--- config.mk ---
export PLATFORM = sky130hd
export DESIGN_NAME = pe_add_arb
export DESIGN_NICKNAME = d
export VERILOG_FILES = /design/src/rtl/pe_add_arb.sv
export SDC_FILE = /design/constraint.sdc
export NUM_CORES = 1
export LEC_CHECK = 0
export BUFFER_PORTS_ARGS = -buffer_cell sky130_fd_sc_hd__buf_2
export CAP_MARGIN = 20
export CORE_AREA = 2 2 306 308
export CTS_CLUSTER_DIAMETER = 150
export DETAILED_ROUTE_END_ITERATION = 8
export DIE_AREA = 0 0 308 310
export GPL_TIMING_DRIVEN = 1
export PLACE_DENSITY = 0.3
export SYNTH_ARGS = -nofsm -noshare
export SYNTH_HDL_FRONTEND = slang
export SYNTH_SLANG_ARGS = --single-unit
--- constraint.sdc ---
create_clock -name clk -period 8.7 [get_ports clk]
set_input_delay 1.74 -clock clk [delete_from_list [all_inputs] [get_ports clk]]
set_output_delay 1.74 -clock clk [all_outputs]
set_load 0.005 [all_outputs]
--- src/rtl/pe_add_arb.sv ---
`default_nettype none
// ============================================================================
// Module      : pe_add_arb
// Description : Round-robin arbiter and sequencer that shares one external
//               combinational 64-bit adder between NREQ requesters. Operand
//               beats arrive over per-requester valid/ready handshakes. The
//               winner's operands are driven to the adder. The sum, carry-out,
//               requester ID and last-beat flag are then captured into a
//               single-entry response register, which honours backpressure.
//               A requester can chain beats to build a multi-word add. The
//               grant stays locked to that requester for the whole chain, and
//               the carry is passed from one beat to the next internally.
// Ports       :
//   clk, rst_n                  clock (rising edge), synchronous active-low reset
//   req_valid/req_ready [NREQ]  per-requester beat handshake (one-hot ready)
//   req_a/req_b [NREQ*WIDTH]    packed operands, requester i at [i*WIDTH +: WIDTH]
//   req_cin [NREQ]              carry-in, used only on the first beat of a chain
//   req_chain [NREQ]            1 = more beats follow in this chain
//   add_a/add_b/add_cin         operands driven to the shared adder
//   add_sum/add_cout            combinational result returned by the adder
//   rsp_valid/rsp_ready         response register handshake
//   rsp_id/rsp_sum/rsp_cout     registered requester ID, sum and carry-out
//   rsp_last                    1 = final beat of a chain (or an unchained add)
// Revision    : 1.0 - initial release
// ============================================================================
module pe_add_arb #(
   parameter int NREQ  = 4,
   parameter int WIDTH = 64,
   parameter int IDW   = $clog2(NREQ)
) (
   input  logic                  clk,
   input  logic                  rst_n,
   input  logic [NREQ-1:0]       req_valid,
   output logic [NREQ-1:0]       req_ready,
   input  logic [NREQ*WIDTH-1:0] req_a,
   input  logic [NREQ*WIDTH-1:0] req_b,
   input  logic [NREQ-1:0]       req_cin,
   input  logic [NREQ-1:0]       req_chain,
   output logic [WIDTH-1:0]      add_a,
   output logic [WIDTH-1:0]      add_b,
   output logic                  add_cin,
   input  logic [WIDTH-1:0]      add_sum,
   input  logic                  add_cout,
   output logic                  rsp_valid,
   input  logic                  rsp_ready,
   output logic [IDW-1:0]        rsp_id,
   output logic [WIDTH-1:0]      rsp_sum,
   output logic                  rsp_cout,
   output logic                  rsp_last
);

   // -------------------------------------------------------------------------
   // Arbiter states
   // -------------------------------------------------------------------------
   localparam logic [0:0] ST_IDLE   = 1'b0;  // no chain owner, round-robin open
   localparam logic [0:0] ST_LOCKED = 1'b1;  // chain in progress, owner fixed

   // -------------------------------------------------------------------------
   // State registers
   // -------------------------------------------------------------------------
   logic [0:0]       state_q,     state_d;
   logic [IDW-1:0]   lock_id_q,   lock_id_d;
   logic             carry_q,     carry_d;
   logic [IDW-1:0]   rr_ptr_q,    rr_ptr_d;
   logic             rsp_valid_q, rsp_valid_d;
   logic [IDW-1:0]   rsp_id_q,    rsp_id_d;
   logic [WIDTH-1:0] rsp_sum_q,   rsp_sum_d;
   logic             rsp_cout_q,  rsp_cout_d;
   logic             rsp_last_q,  rsp_last_d;

   // -------------------------------------------------------------------------
   // Combinational signals
   // -------------------------------------------------------------------------
   logic             slot_free;
   logic             rr_found;
   logic [IDW-1:0]   rr_idx;
   logic             gnt_vld;
   logic [IDW-1:0]   gnt_id;
   logic [IDW-1:0]   sel_id;
   logic             gnt_chain;

   logic [WIDTH-1:0] a_arr [NREQ];
   logic [WIDTH-1:0] b_arr [NREQ];

   // -------------------------------------------------------------------------
   // Returns (base + offs) mod NREQ. The caller guarantees base < NREQ and
   // offs < NREQ, so the sum is below 2*NREQ and one conditional subtract
   // is enough. One extra bit of width keeps that sum from overflowing.
   // -------------------------------------------------------------------------
   function automatic logic [IDW-1:0] idx_wrap(input logic [IDW-1:0] base,
                                               input logic [IDW:0]   offs);
      logic [IDW:0] s;
      s = {1'b0, base} + offs;
      if (s >= (IDW+1)'(NREQ)) begin
         s = s - (IDW+1)'(NREQ);
      end
      return s[IDW-1:0];
   endfunction

   // -------------------------------------------------------------------------
   // Unpack the flat operand buses so each requester can be indexed by ID
   // -------------------------------------------------------------------------
   generate
      for (genvar i = 0; i < NREQ; i++) begin : g_unpack
         assign a_arr[i] = req_a[i*WIDTH +: WIDTH];
         assign b_arr[i] = req_b[i*WIDTH +: WIDTH];
      end
   endgenerate

   // The response register can take a new beat when it is empty or is being
   // drained in this same cycle.
   assign slot_free = ~rsp_valid_q | rsp_ready;

   // -------------------------------------------------------------------------
   // Round-robin search: find the first valid requester at or after rr_ptr
   // -------------------------------------------------------------------------
   always_comb begin
      logic [IDW-1:0] cand;
      rr_found = 1'b0;
      rr_idx   = '0;
      cand     = '0;
      for (int k = 0; k < NREQ; k++) begin
         cand = idx_wrap(rr_ptr_q, (IDW+1)'(k));
         if (!rr_found && req_valid[cand]) begin
            rr_found = 1'b1;
            rr_idx   = cand;
         end
      end
   end

   // -------------------------------------------------------------------------
   // Grant selection. While locked, only the chain owner can be granted, so
   // no other requester can slip in between the beats of a multi-word add.
   // -------------------------------------------------------------------------
   always_comb begin
      gnt_vld = 1'b0;
      gnt_id  = rr_idx;
      if (rst_n && slot_free) begin
         if (state_q == ST_LOCKED) begin
            gnt_id  = lock_id_q;
            gnt_vld = req_valid[lock_id_q];
         end else begin
            gnt_id  = rr_idx;
            gnt_vld = rr_found;
         end
      end
   end

   // req_ready is one-hot at most and depends only on the handshake and
   // arbitration state, never on the operand data.
   generate
      for (genvar i = 0; i < NREQ; i++) begin : g_ready
         assign req_ready[i] = gnt_vld && (gnt_id == IDW'(i));
      end
   endgenerate

   // -------------------------------------------------------------------------
   // Adder operand mux. When nothing is granted, the adder inputs are don't
   // care. The mux still follows a stable choice (the lock owner, or else
   // rr_ptr) so that the inputs do not toggle for no reason.
   // -------------------------------------------------------------------------
   always_comb begin
      if (gnt_vld) begin
         sel_id = gnt_id;
      end else if (state_q == ST_LOCKED) begin
         sel_id = lock_id_q;
      end else begin
         sel_id = rr_ptr_q;
      end
   end

   assign add_a     = a_arr[sel_id];
   assign add_b     = b_arr[sel_id];
   // Later beats of a chain take the carry stored from the previous beat.
   // The requester's own carry-in is only honoured on the first beat.
   assign add_cin   = (state_q == ST_LOCKED) ? carry_q : req_cin[sel_id];
   assign gnt_chain = req_chain[gnt_id];

   // -------------------------------------------------------------------------
   // Next-state logic
   // -------------------------------------------------------------------------
   always_comb begin
      state_d     = state_q;
      lock_id_d   = lock_id_q;
      carry_d     = carry_q;
      rr_ptr_d    = rr_ptr_q;
      rsp_valid_d = rsp_valid_q;
      rsp_id_d    = rsp_id_q;
      rsp_sum_d   = rsp_sum_q;
      rsp_cout_d  = rsp_cout_q;
      rsp_last_d  = rsp_last_q;

      // Drain first. An accepted beat below may refill the slot in the same
      // cycle.
      if (rsp_valid_q && rsp_ready) begin
         rsp_valid_d = 1'b0;
      end

      if (gnt_vld) begin
         rsp_valid_d = 1'b1;
         rsp_id_d    = gnt_id;
         rsp_sum_d   = add_sum;
         rsp_cout_d  = add_cout;
         rsp_last_d  = ~gnt_chain;

         if (gnt_chain) begin
            state_d   = ST_LOCKED;
            lock_id_d = gnt_id;
            carry_d   = add_cout;
         end else begin
            // The pointer moves only when a chain completes. Fairness is
            // therefore counted per transaction, not per beat.
            state_d  = ST_IDLE;
            rr_ptr_d = idx_wrap(gnt_id, (IDW+1)'(1));
         end
      end
   end

   // -------------------------------------------------------------------------
   // Registers
   // -------------------------------------------------------------------------
   always_ff @(posedge clk) begin
      if (!rst_n) begin
         state_q     <= ST_IDLE;
         lock_id_q   <= '0;
         carry_q     <= 1'b0;
         rr_ptr_q    <= '0;
         rsp_valid_q <= 1'b0;
         rsp_id_q    <= '0;
         rsp_sum_q   <= '0;
         rsp_cout_q  <= 1'b0;
         rsp_last_q  <= 1'b0;
      end else begin
         state_q     <= state_d;
         lock_id_q   <= lock_id_d;
         carry_q     <= carry_d;
         rr_ptr_q    <= rr_ptr_d;
         rsp_valid_q <= rsp_valid_d;
         rsp_id_q    <= rsp_id_d;
         rsp_sum_q   <= rsp_sum_d;
         rsp_cout_q  <= rsp_cout_d;
         rsp_last_q  <= rsp_last_d;
      end
   end

   assign rsp_valid = rsp_valid_q;
   assign rsp_id    = rsp_id_q;
   assign rsp_sum   = rsp_sum_q;
   assign rsp_cout  = rsp_cout_q;
   assign rsp_last  = rsp_last_q;

endmodule
`default_nettype wire
==> flow_summary.yaml <==
clock_network:
  cts_buffer_depth: 2
  cts.sinks: 75
  cts-htree-levels: 3
  cts_tree: "built"
  path_clk_slew_ns: 0.07
  cts_resized: 0
  numCtsBuffers: 9
  hold_buffers: 0
  post_cts_buffers: 0
  clk-insertion-delay-late_ns: 0.36
  clockRootBuffer: "clkbuf_16"
pwr:
  p_sw_share_pct: 40.2
  power.switching_mw: 1.01
  leakage_nw: 5.34
  worst_ir_drop_vdd_v: 0.000116
  clkPwrFrac_pct: 19.1
  powerDensity_mw_per_mm2: 209
  p_total_mw: 2.51
  p_seq_share_pct: 16.4
  pwr-share-comb_pct: 64.5
  internal_power_mw: 1.50
sta:
  tns_ns: 0
  fmax_mhz: 146
  hold_viol_final: 0
  finalSetupViolCount: 0
  tightest_slew_ns: 0.867
  layout_setup_ws_ns: 1.84
  min_period_ns: 6.86
  finalClockSkew_ns: 0.00753
  rsz0062_at_grt: "false"
  final_max_slew_viol_count: 0
  relSlewSlack_pct: 42.2
  period_share_pct: 78.8
critical_path:
  cp-end-kind: "primary output"
  cp-start-kind: "input pin"
  reg2reg_depth: 8
  cp_cell_sequence: "buf_2, mux2_1, and3_1, o311ai_4, buf_4, mux2_8, buf_12, mux4_2, buf_2"
  crit_path_frequent_cell: "buf_2"
  slowest_delay_ns: 0.64
  slowest_stage: "mux2_8"
  cp.required_ns: 6.96
  crit_arrival_ns: 5.12
  path_max_fanout: 83
  crit_type: "input pin to primary output"
synth:
  yosysSeqAreaShare_pct: 23.9
  async_flop_share_pct: 0
  synth_area_mm2: 0.00629
  synth_cell_type_count: 40
  synth_edf_count: 0
  ys_ff_latch: 75
  synth_nets: 1132
  ys_warn_count: 0
  synth_flop_cell: "dfxtp_1"
  avgSynthCellArea_um2: 11.7
  netlist_instances: 536
detailed_routing:
  routed_wl_mm: 72.6
  vias_per_cell: 3.46
  dr.pass1.iters: 4
  drtAntennaViolNets: 0
  vias: 8743
  remaining_drc_errors: 0
  drt_iter0_drc: 438
  routedWlPerCell_um: 28.8
layout:
  final_cells: 2524
  fin_nets: 1891
  fill_cells: 10700
  area.sequential_mm2: 0.00150
  syn2layout_area_growth_pct: 90.8
  final_cell_mix: "793 x buf_2, 136 x nand2_1, 128 x mux4_2, 75 x dfxtp_1, 70 x a21boi_0"
  layout_commonest_cell: "buf_2"
  drive_above_1_share_pct: 73.6
  multi_input_area_mm2: 0.00448
  finish.instance_area_mm2: 0.0120
die:
  coreArea_mm2: 0.0925
  io_pins: 794
  dieHeight_um: 310
  dieArea_mm2: 0.0955
  start_util_pct: 6.80
  fp.dieW_um: 308
  rows: 112
global_routing:
  antenna_found_initial: 95
  grt_pass1_wl_mm: 88.8
  grt_max_degree: 84
  grtUsageTotal_pct: 14.3
  grt_pass1_vias: 8845
  gr-total-overflow: 0
placed_design:
  place_inst: 2481
  port-buffer-count: 793
  hpwlAfterDp_mm: 66.3
  placed_area_mm2: 0.0116
  preCtsSetupSlack_ns: 1.78
  place_congestion: 0.930
worst_hold_path:
  hold_depth: 2
  hold_class: "register to register"
flow_run:
  drv_cap: 0
run_status:
  status: "completed"
-- worst paths after layout --
path | to | slack [ns] | startpoint
worst max-delay path | add_a[53] | 1.84 | req_valid[0]
worst max register to register | lock_id_q[1] | 5.69 | state_q
worst min-delay path | rsp_sum[57] | 0.46 | rsp_sum[57]
worst min register to register | rsp_sum[57] | 0.46 | rsp_sum[57]
-- cell type report --
class                   instances  area share, %
multi-input cells             403           37.3
flip-flops and latches         75           12.5
clock inverters                 6           1.15
clock buffers                   9           1.88
inverters                       4          0.125
diodes                         28          0.584
well taps                    1197           12.5
repair buffers                802           33.9
-- sequential cells by signal, summed over array words and instances, names as in the netlist --
register,cells
state_q,1
rsp_cout,1
rsp_last,1
rsp_sum,64
rsp_valid,1
carry_q,1
rr_ptr_q,2
rsp_id,2
lock_id_q,2
-- synth_stat cells, drive strengths merged (2+ instances only) --
library cell / count / area share (%)
a21bo: 2 / 0.32
mux2i: 5 / 0.80
ha: 4 / 0.80
o21ai: 6 / 0.48
and3: 2 / 0.20
nor2b: 2 / 0.20
buf: 28 / 3.6
inv: 4 / 0.24
dfxtp: 75 / 24
nand2: 136 / 8.1
nand3: 5 / 0.40
mux4: 128 / 46
mux2: 4 / 0.72
nor2: 8 / 0.48
nor3: 2 / 0.16
a21boi: 70 / 8.4
and2: 6 / 0.60
a21oi: 6 / 0.54
clkbuf: 26 / 1.6
nand2b: 2 / 0.20
-- power by group through the flow --
| stage | Clock, mW | Combinational (mW) | Sequential [mW] |
|---|---|---|---|
| 3_5_place_dp | 0 | 1.67 | 0.420 |
| 5_1_grt | 0.508 | 1.76 | 0.420 |
| 3_3_place_gp | 0 | 1.66 | 0.419 |
| 2_1_floorplan | 0 | 0.918 | 0.415 |
| 4_1_cts | 0.499 | 1.67 | 0.413 |
| 6_report | 0.479 | 1.62 | 0.413 |
-- cells by family after synthesis --
kind of cell	count (synthesis)	synth area share [%]
AND/OR/NAND/NOR	166	10.8
buffers and inverters	58	5.43
adder cells (fa/ha/maj)	4	0.796
AO/OA/AOI/OAI	96	11.8
multiplexers	137	47.3
flip-flops	75	23.9
-- stage by stage --
step | utilization (%) | hold WS [ns]
finish | 13.0 | 0.464
global route | 12.9 | 0.474
detailed placement | 12.5 | 0.452
CTS | 12.9 | 0.462
floorplan | - | 0.432
global placement | 12.5 | 0.450
-- worst max-delay path: cells and delay by family --
family / cells / cell delay, ns
buffers and inverters: 4 / 1.32
AO/OA/AOI/OAI: 1 / 0.26
AND/OR/NAND/NOR: 1 / 0.23
multiplexers: 3 / 1.35
-- metal layers --
layer	vias up	share of wire (%)	track usage (%)	wire length, µm
met5	-	0.60	0	437
met4	66	3.3	3.82	2370
met3	169	16	9.52	11700
met2	638	43	22.1	31300
met1	4228	37	16.1	26800
li1	3642	-	-	-
Note: power is estimated with default switching activity, not from simulation.
